==> config.mk <==
export PLATFORM = sky130hd
export DESIGN_NAME = bcd_digit_conv_flat
export DESIGN_NICKNAME = d
export VERILOG_FILES = /design/src/rtl/bcd_digit_conv_pkg.sv /design/src/rtl/bcd_digit_conv_if.sv /design/src/rtl/bcd_digit_conv_dabble_step.sv /design/src/rtl/bcd_digit_conv.sv /design/src/flat_wrapper.sv
export SDC_FILE = /design/constraint.sdc
export NUM_CORES = 1
export LEC_CHECK = 0
export BUFFER_PORTS_ARGS = -buffer_cell sky130_fd_sc_hd__buf_2
export CORE_UTILIZATION = 50
export DETAILED_ROUTE_END_ITERATION = 8
export HOLD_SLACK_MARGIN = 0.1
export PLACE_DENSITY = 0.82
export SYNTH_ARGS = -nofsm -noshare
export SYNTH_HDL_FRONTEND = slang
export SYNTH_SLANG_ARGS = --single-unit
==> constraint.sdc <==
create_clock -name clk -period 1.8 [get_ports clk]
set_input_delay 0.18 -clock clk [delete_from_list [all_inputs] [get_ports clk]]
set_output_delay 0.18 -clock clk [all_outputs]
set_load 0.005 [all_outputs]
==> src/rtl/bcd_digit_conv_pkg.sv <==
// Shared definitions for the binary-to-BCD converter: overflow pattern,
// default range limit, FSM state encoding and the per-nibble correction.
package bcd_digit_conv_pkg;

  localparam logic [11:0] BCD_OVERFLOW_DIGITS = 12'hEEE;
  localparam int          BCD_MAX_VALUE       = 999;
  localparam int          BCD_CNT_W           = 4;

  typedef enum logic {
    ST_IDLE = 1'b0,
    ST_CONV = 1'b1
  } bcd_state_e;

  // Double-dabble correction: a nibble of 5 or more would exceed 9 once doubled.
  function automatic logic [3:0] bcd_add3(input logic [3:0] nib);
    return (nib >= 4'd5) ? nib + 4'd3 : nib;
  endfunction

endpackage

==> src/rtl/bcd_digit_conv_if.sv <==
// Bus between a value producer and the BCD converter; the converter is the slave.
interface bcd_digit_conv_if #(
  parameter int WIDTH = 10
);

  // Handshake: a value transfers on any rising edge where in_valid and in_ready
  // are both high; in_ready is a pure function of converter state, never of
  // in_valid. out_valid is a one-cycle pulse with no back-pressure, and
  // digits/overflow hold until the next completed result.
  logic [WIDTH-1:0] in_value;
  logic             in_valid;
  logic             in_ready;
  logic [11:0]      digits;
  logic             out_valid;
  logic             overflow;

  modport master (
    output in_value,
    output in_valid,
    input  in_ready,
    input  digits,
    input  out_valid,
    input  overflow
  );

  modport slave (
    input  in_value,
    input  in_valid,
    output in_ready,
    output digits,
    output out_valid,
    output overflow
  );

endinterface

==> src/rtl/bcd_digit_conv_dabble_step.sv <==
// One double-dabble iteration on a 3-digit accumulator: add-3 correction on
// every nibble independently, then shift left taking shift_i into bit 0.
module bcd_dabble_step
  import bcd_digit_conv_pkg::*;
(
  input  logic [11:0] acc_i,
  input  logic        shift_i,
  output logic [11:0] acc_o
);

  logic [11:0] corr;

  always_comb begin
    corr  = {bcd_add3(acc_i[11:8]), bcd_add3(acc_i[7:4]), bcd_add3(acc_i[3:0])};
    acc_o = (corr << 1) | {11'b0, shift_i};
  end

endmodule

==> src/rtl/bcd_digit_conv.sv <==
// Sequential binary-to-BCD converter feeding the 3-digit seven-segment driver.
// One input bit is consumed per clock; the displayed digits change only on completion.
module bcd_digit_conv
  import bcd_digit_conv_pkg::*;
#(
  parameter int WIDTH     = 10,
  parameter int MAX_VALUE = BCD_MAX_VALUE
) (
  input  logic               clk,
  input  logic               rst,
  bcd_digit_conv_if.slave    bus,
  output bcd_state_e         state_o
);

  localparam logic [31:0]          MAX_U   = MAX_VALUE;
  localparam logic [BCD_CNT_W-1:0] CNT_TOP = BCD_CNT_W'(WIDTH);

  bcd_state_e           state_q, state_d;
  logic [WIDTH-1:0]     bin_q, bin_d;
  logic [11:0]          acc_q, acc_d;
  logic [BCD_CNT_W-1:0] cnt_q, cnt_d;
  logic [11:0]          digits_q, digits_d;
  logic                 ovf_q, ovf_d;
  logic                 out_valid_q, out_valid_d;

  logic                 in_ready;
  logic                 over_max;
  logic [11:0]          step_acc;

  assign in_ready = (state_q == ST_IDLE);
  assign over_max = (32'(bus.in_value) > MAX_U);

  bcd_dabble_step u_step (
    .acc_i   (acc_q),
    .shift_i (bin_q[WIDTH-1]),
    .acc_o   (step_acc)
  );

  always_ff @(posedge clk) begin
    if (rst) begin
      state_q     <= ST_IDLE;
      bin_q       <= '0;
      acc_q       <= '0;
      cnt_q       <= '0;
      digits_q    <= 12'h000;
      ovf_q       <= 1'b0;
      out_valid_q <= 1'b0;
    end else begin
      state_q     <= state_d;
      bin_q       <= bin_d;
      acc_q       <= acc_d;
      cnt_q       <= cnt_d;
      digits_q    <= digits_d;
      ovf_q       <= ovf_d;
      out_valid_q <= out_valid_d;
    end
  end

  always_comb begin
    state_d     = state_q;
    bin_d       = bin_q;
    acc_d       = acc_q;
    cnt_d       = cnt_q;
    digits_d    = digits_q;
    ovf_d       = ovf_q;
    out_valid_d = 1'b0;

    case (state_q)
      ST_IDLE: begin
        if (bus.in_valid) begin
          if (over_max) begin
            // Out-of-range values never enter the datapath; the error pattern is immediate.
            digits_d    = BCD_OVERFLOW_DIGITS;
            ovf_d       = 1'b1;
            out_valid_d = 1'b1;
          end else begin
            bin_d   = bus.in_value;
            acc_d   = 12'h000;
            cnt_d   = CNT_TOP;
            state_d = ST_CONV;
          end
        end
      end

      ST_CONV: begin
        acc_d = step_acc;
        bin_d = bin_q << 1;
        cnt_d = cnt_q - 4'd1;
        if (cnt_q == 4'd1) begin
          // Publish the post-step accumulator so the result lands on the same edge.
          digits_d    = step_acc;
          ovf_d       = 1'b0;
          out_valid_d = 1'b1;
          state_d     = ST_IDLE;
        end
      end

      default: begin
        state_d = ST_IDLE;
      end
    endcase
  end

  assign bus.in_ready  = in_ready;
  assign bus.digits    = digits_q;
  assign bus.overflow  = ovf_q;
  assign bus.out_valid = out_valid_q;
  assign state_o       = state_q;

endmodule

==> src/flat_wrapper.sv <==
// flat-port wrapper written by rule: the top's interface ports become plain ports
module bcd_digit_conv_flat import bcd_digit_conv_pkg::*;
#(
  parameter int WIDTH     = 10,
  parameter int MAX_VALUE = BCD_MAX_VALUE
)
  (clk, rst, state_o, bus_in_value, bus_in_valid, bus_in_ready, bus_digits, bus_out_valid, bus_overflow);
  bcd_digit_conv_if #(.WIDTH(WIDTH)) bus_i ();
  input  logic clk;
  input  logic rst;
  output bcd_state_e state_o;
  input wire logic [$bits(bus_i.in_value)-1:0] bus_in_value;
  input wire logic [$bits(bus_i.in_valid)-1:0] bus_in_valid;
  output wire logic [$bits(bus_i.in_ready)-1:0] bus_in_ready;
  output wire logic [$bits(bus_i.digits)-1:0] bus_digits;
  output wire logic [$bits(bus_i.out_valid)-1:0] bus_out_valid;
  output wire logic [$bits(bus_i.overflow)-1:0] bus_overflow;
  assign bus_i.in_value = bus_in_value;
  assign bus_i.in_valid = bus_in_valid;
  assign bus_in_ready = bus_i.in_ready;
  assign bus_digits = bus_i.digits;
  assign bus_out_valid = bus_i.out_valid;
  assign bus_overflow = bus_i.overflow;
  bcd_digit_conv #(.WIDTH(WIDTH), .MAX_VALUE(MAX_VALUE)) u_core (.clk(clk), .rst(rst), .bus(bus_i), .state_o(state_o));
endmodule
==> run_results.csv <==
group,metric,value,unit
run_status,status,"completed",
cells_and_area,ff_latch_area,821,µm²
yosys,netlist_instances,209,
worst_setup_path,worstPathArrival,1910,ps
routing,wl_per_cell,14.3,µm
power_and_ir_drop,p_comb_frac,0.135,
power_and_ir_drop,p_int,1.53,mW
cts,cts_sinks,41,
yosys,synth_mux_area_frac,0.0157,
yosys,synth_xor_area_frac,0.0137,
power_and_ir_drop,p_seq_frac,0.490,
place,port_buffers,28,
yosys,synthesis.nets,230,
sta,fin_ws,90.3,ps
place,place_area,2140,µm²
cts,ctsHoldBuffers,0,
cells_and_area,multi_input_area,981,µm²
die,start_util,0.524,
yosys,synth_compound_area_frac,0.253,
worst_setup_path,cp-end-kind,"flip-flop",
sta,fin_crit,1710,ps
sta,hold_viol_final,0,
power_and_ir_drop,power.density,899,nW/µm²
routing,drc_errors,0,
yosys,async_flop_share,0,
power_and_ir_drop,p_total,2.03,mW
routing,final_antenna_net_count,0,
sta,fin_tns_setup,0,ps
die,core_area,3660,µm²
worst_setup_path,worst_setup_path_start_kind,"flip-flop",
die,ioPinCount,29,
grt,grt_use_met3,0.0571,
grt,busiest_layer,"met2",
grt,grt_util_met2,0.384,
cells_and_area,nets,264,
routing,first_iter_violations,62,
grt,grt_pass1_wl,7.18,mm
cts,cts-htree-levels,2,
cells_and_area,fin_area,2260,µm²
cts,cts_resized,0,
sta,rsz0062_at_grt,"false",
cells_and_area,final_common_cell,"dfxtp_1",
worst_hold_path,hold_path_class,"in2reg",
grt,grt_max_degree,24,
cts,cts_buffers,5,
yosys,synth_warnings,0,
routing,vias,1654,
grt,antenna_found_initial,0,
yosys,synth_area,1920,µm²
grt,grt_use_total,0.229,
power_and_ir_drop,switching_power,0.503,mW
place,dp_cells,284,
cells_and_area,layout-drive-gt1-share,0.242,
cts,cts_tree,"yes",
grt,overflow,0,
sta,hold_slack,112,ps
cts,worstSkewPairLatency,300,ps
sta,tightest_slew,576,ps
die,die_w,63.9,µm
routing,dr.pass1.iters,4,
cts,clock_path_buffers,2,
sta,slew_violations,0,
cts,post-cts-setup-buffers,0,
place,place_congestion,0.828,
run,cap_violations,0,
power_and_ir_drop,clkPwrFrac,0.375,
cells_and_area,finalNonFillerCells,292,
cells_and_area,num_antenna_cells,0,
sta,setup-violations-final,0,
sta,max_freq,585,MHz
die,dieArea,4090,µm²
power_and_ir_drop,p_leak,0.916,nW
grt,grt_pass1_vias,1587,
power_and_ir_drop,swShare,0.248,
yosys,synthDistinctLibCells,48,
cells_and_area,n_fill_cell,331,
die,die_y,63.9,µm
yosys,ys_seq_area_frac,0.428,
cells_and_area,final_cell_mix,"dfxtp_1, buf_2, nor2_1",
sta,period_share,0.950,
cts,cts_root_buf,"clkbuf_8",
sta,finClkSkew,5.01,ps
yosys,synthFlopType,"dfxtp_1",
yosys,synth-seq-cells,41,
worst_setup_path,worstSetupPathType,"reg2reg",
sta,slew_headroom,0.611,
die,std_cell_rows,22,
place,pre_cts_ws,114,ps
cells_and_area,fin_util,0.617,
yosys,synth_edf_count,0,
yosys,postSynthAreaPerCell,9.18,µm²
power_and_ir_drop,ir_worst_vdd,673,µV
yosys,synth-simple-area-share,0.177,
cells_and_area,area_growth,17.7,%
place,dp_hpwl,2.86,mm
cts,clk_pin_slew,70,ps
routing,drt_wl_total,4.16,mm
grt,gr-usage-met1,0.267,
routing,drt-vias-per-instance,5.66,
worst_setup_path,required,2000,ps
worst_setup_path,cp_max_fo,18,
yosys,synthAdderAreaFrac,0.0522,
yosys,synth_top_family_by_area,"compound AO/OA/AOI/OAI gates",
-- worst paths after layout --
check,start,to,slack (ps),cells past startpoint
max reg2reg,u_core.cnt_q[1],u_core.bus.digits[4],90,7
min,bus_in_value[0],u_core.bin_q[0],110,3
min reg2reg,u_core.bin_q[8],u_core.bin_q[8],460,2
max,u_core.cnt_q[1],u_core.bus.digits[4],90,7
-- sequential cells by signal, indices dropped and copies added (netlist names) --
| name | flops |
|---|---|
| u_core.cnt_q | 4 |
| u_core.bus.digits | 12 |
| u_core.bus.out_valid | 1 |
| u_core.acc_q | 12 |
| u_core.state_o | 1 |
| u_core.bus.overflow | 1 |
| u_core.bin_q | 10 |
-- cells by family after synthesis --
kind of cell / Yosys count
muxes: 3
DFF: 41
and+or+nand+nor: 65
buffers and inverters: 27
xor gates and xnor gates: 3
adders and majority gates: 8
AOI/OAI and AO/OA: 62
-- cell usage after synthesis (2+ instances only) --
cell type / count / area share
o32ai_1: 3 / 0.014
o21a_1: 2 / 0.0078
a31oi_1: 6 / 0.020
a211oi_1: 7 / 0.027
xnor2_1: 3 / 0.014
nor3_1: 5 / 0.013
or3b_2: 2 / 0.0091
nand3_1: 6 / 0.016
clkbuf_1: 4 / 0.0078
nor2_1: 20 / 0.039
dfxtp_1: 41 / 0.43
nand2_1: 12 / 0.023
ha_1: 8 / 0.052
o221ai_1: 4 / 0.018
a211oi_2: 3 / 0.020
nor4_1: 2 / 0.0065
and3_1: 2 / 0.0065
o21ai_0: 3 / 0.0078
nor3b_1: 4 / 0.016
a21oi_1: 14 / 0.037
a221oi_1: 2 / 0.0091
mux2i_1: 3 / 0.016
a221o_1: 4 / 0.021
inv_1: 15 / 0.029
buf_1: 3 / 0.0059
o21ba_2: 3 / 0.016
buf_2: 3 / 0.0078
a21o_1: 2 / 0.0078
nand2b_1: 4 / 0.013
-- layout make-up --
type / count / area share
well taps: 48 / 0.0266
inverters: 15 / 0.0249
repair buffers: 39 / 0.0987
clock inverters: 1 / 0.0133
multi-input cells: 141 / 0.435
clock buffers: 7 / 0.0382
flip-flops and latches: 41 / 0.364
-- power groups by stage --
stage          clock network (mW)  registers (mW)  logic, mW
6_report                    0.762           0.993      0.274
5_1_grt                     0.811            1.00      0.306
4_1_cts                     0.778           0.992      0.273
3_5_place_dp                    0            1.01      0.270
3_3_place_gp                    0            1.01      0.264
2_1_floorplan                   0            1.00      0.194
-- critical path: stages (launching register included) --
cell and delay (ps):
dfxtp_1 350, inv_1 70, ha_1 200, nand4bb_1 180, o31ai_4 90, buf_4 210
or3b_2 450, o41ai_1 60
-- metal layers --
metal  wire (µm)  part of all wire
met1        1910              0.46
met2        2020              0.49
met3         162             0.039
met4          70             0.017
met5           0                 0
No activity file was read; power rests on OpenSTA's default activity.
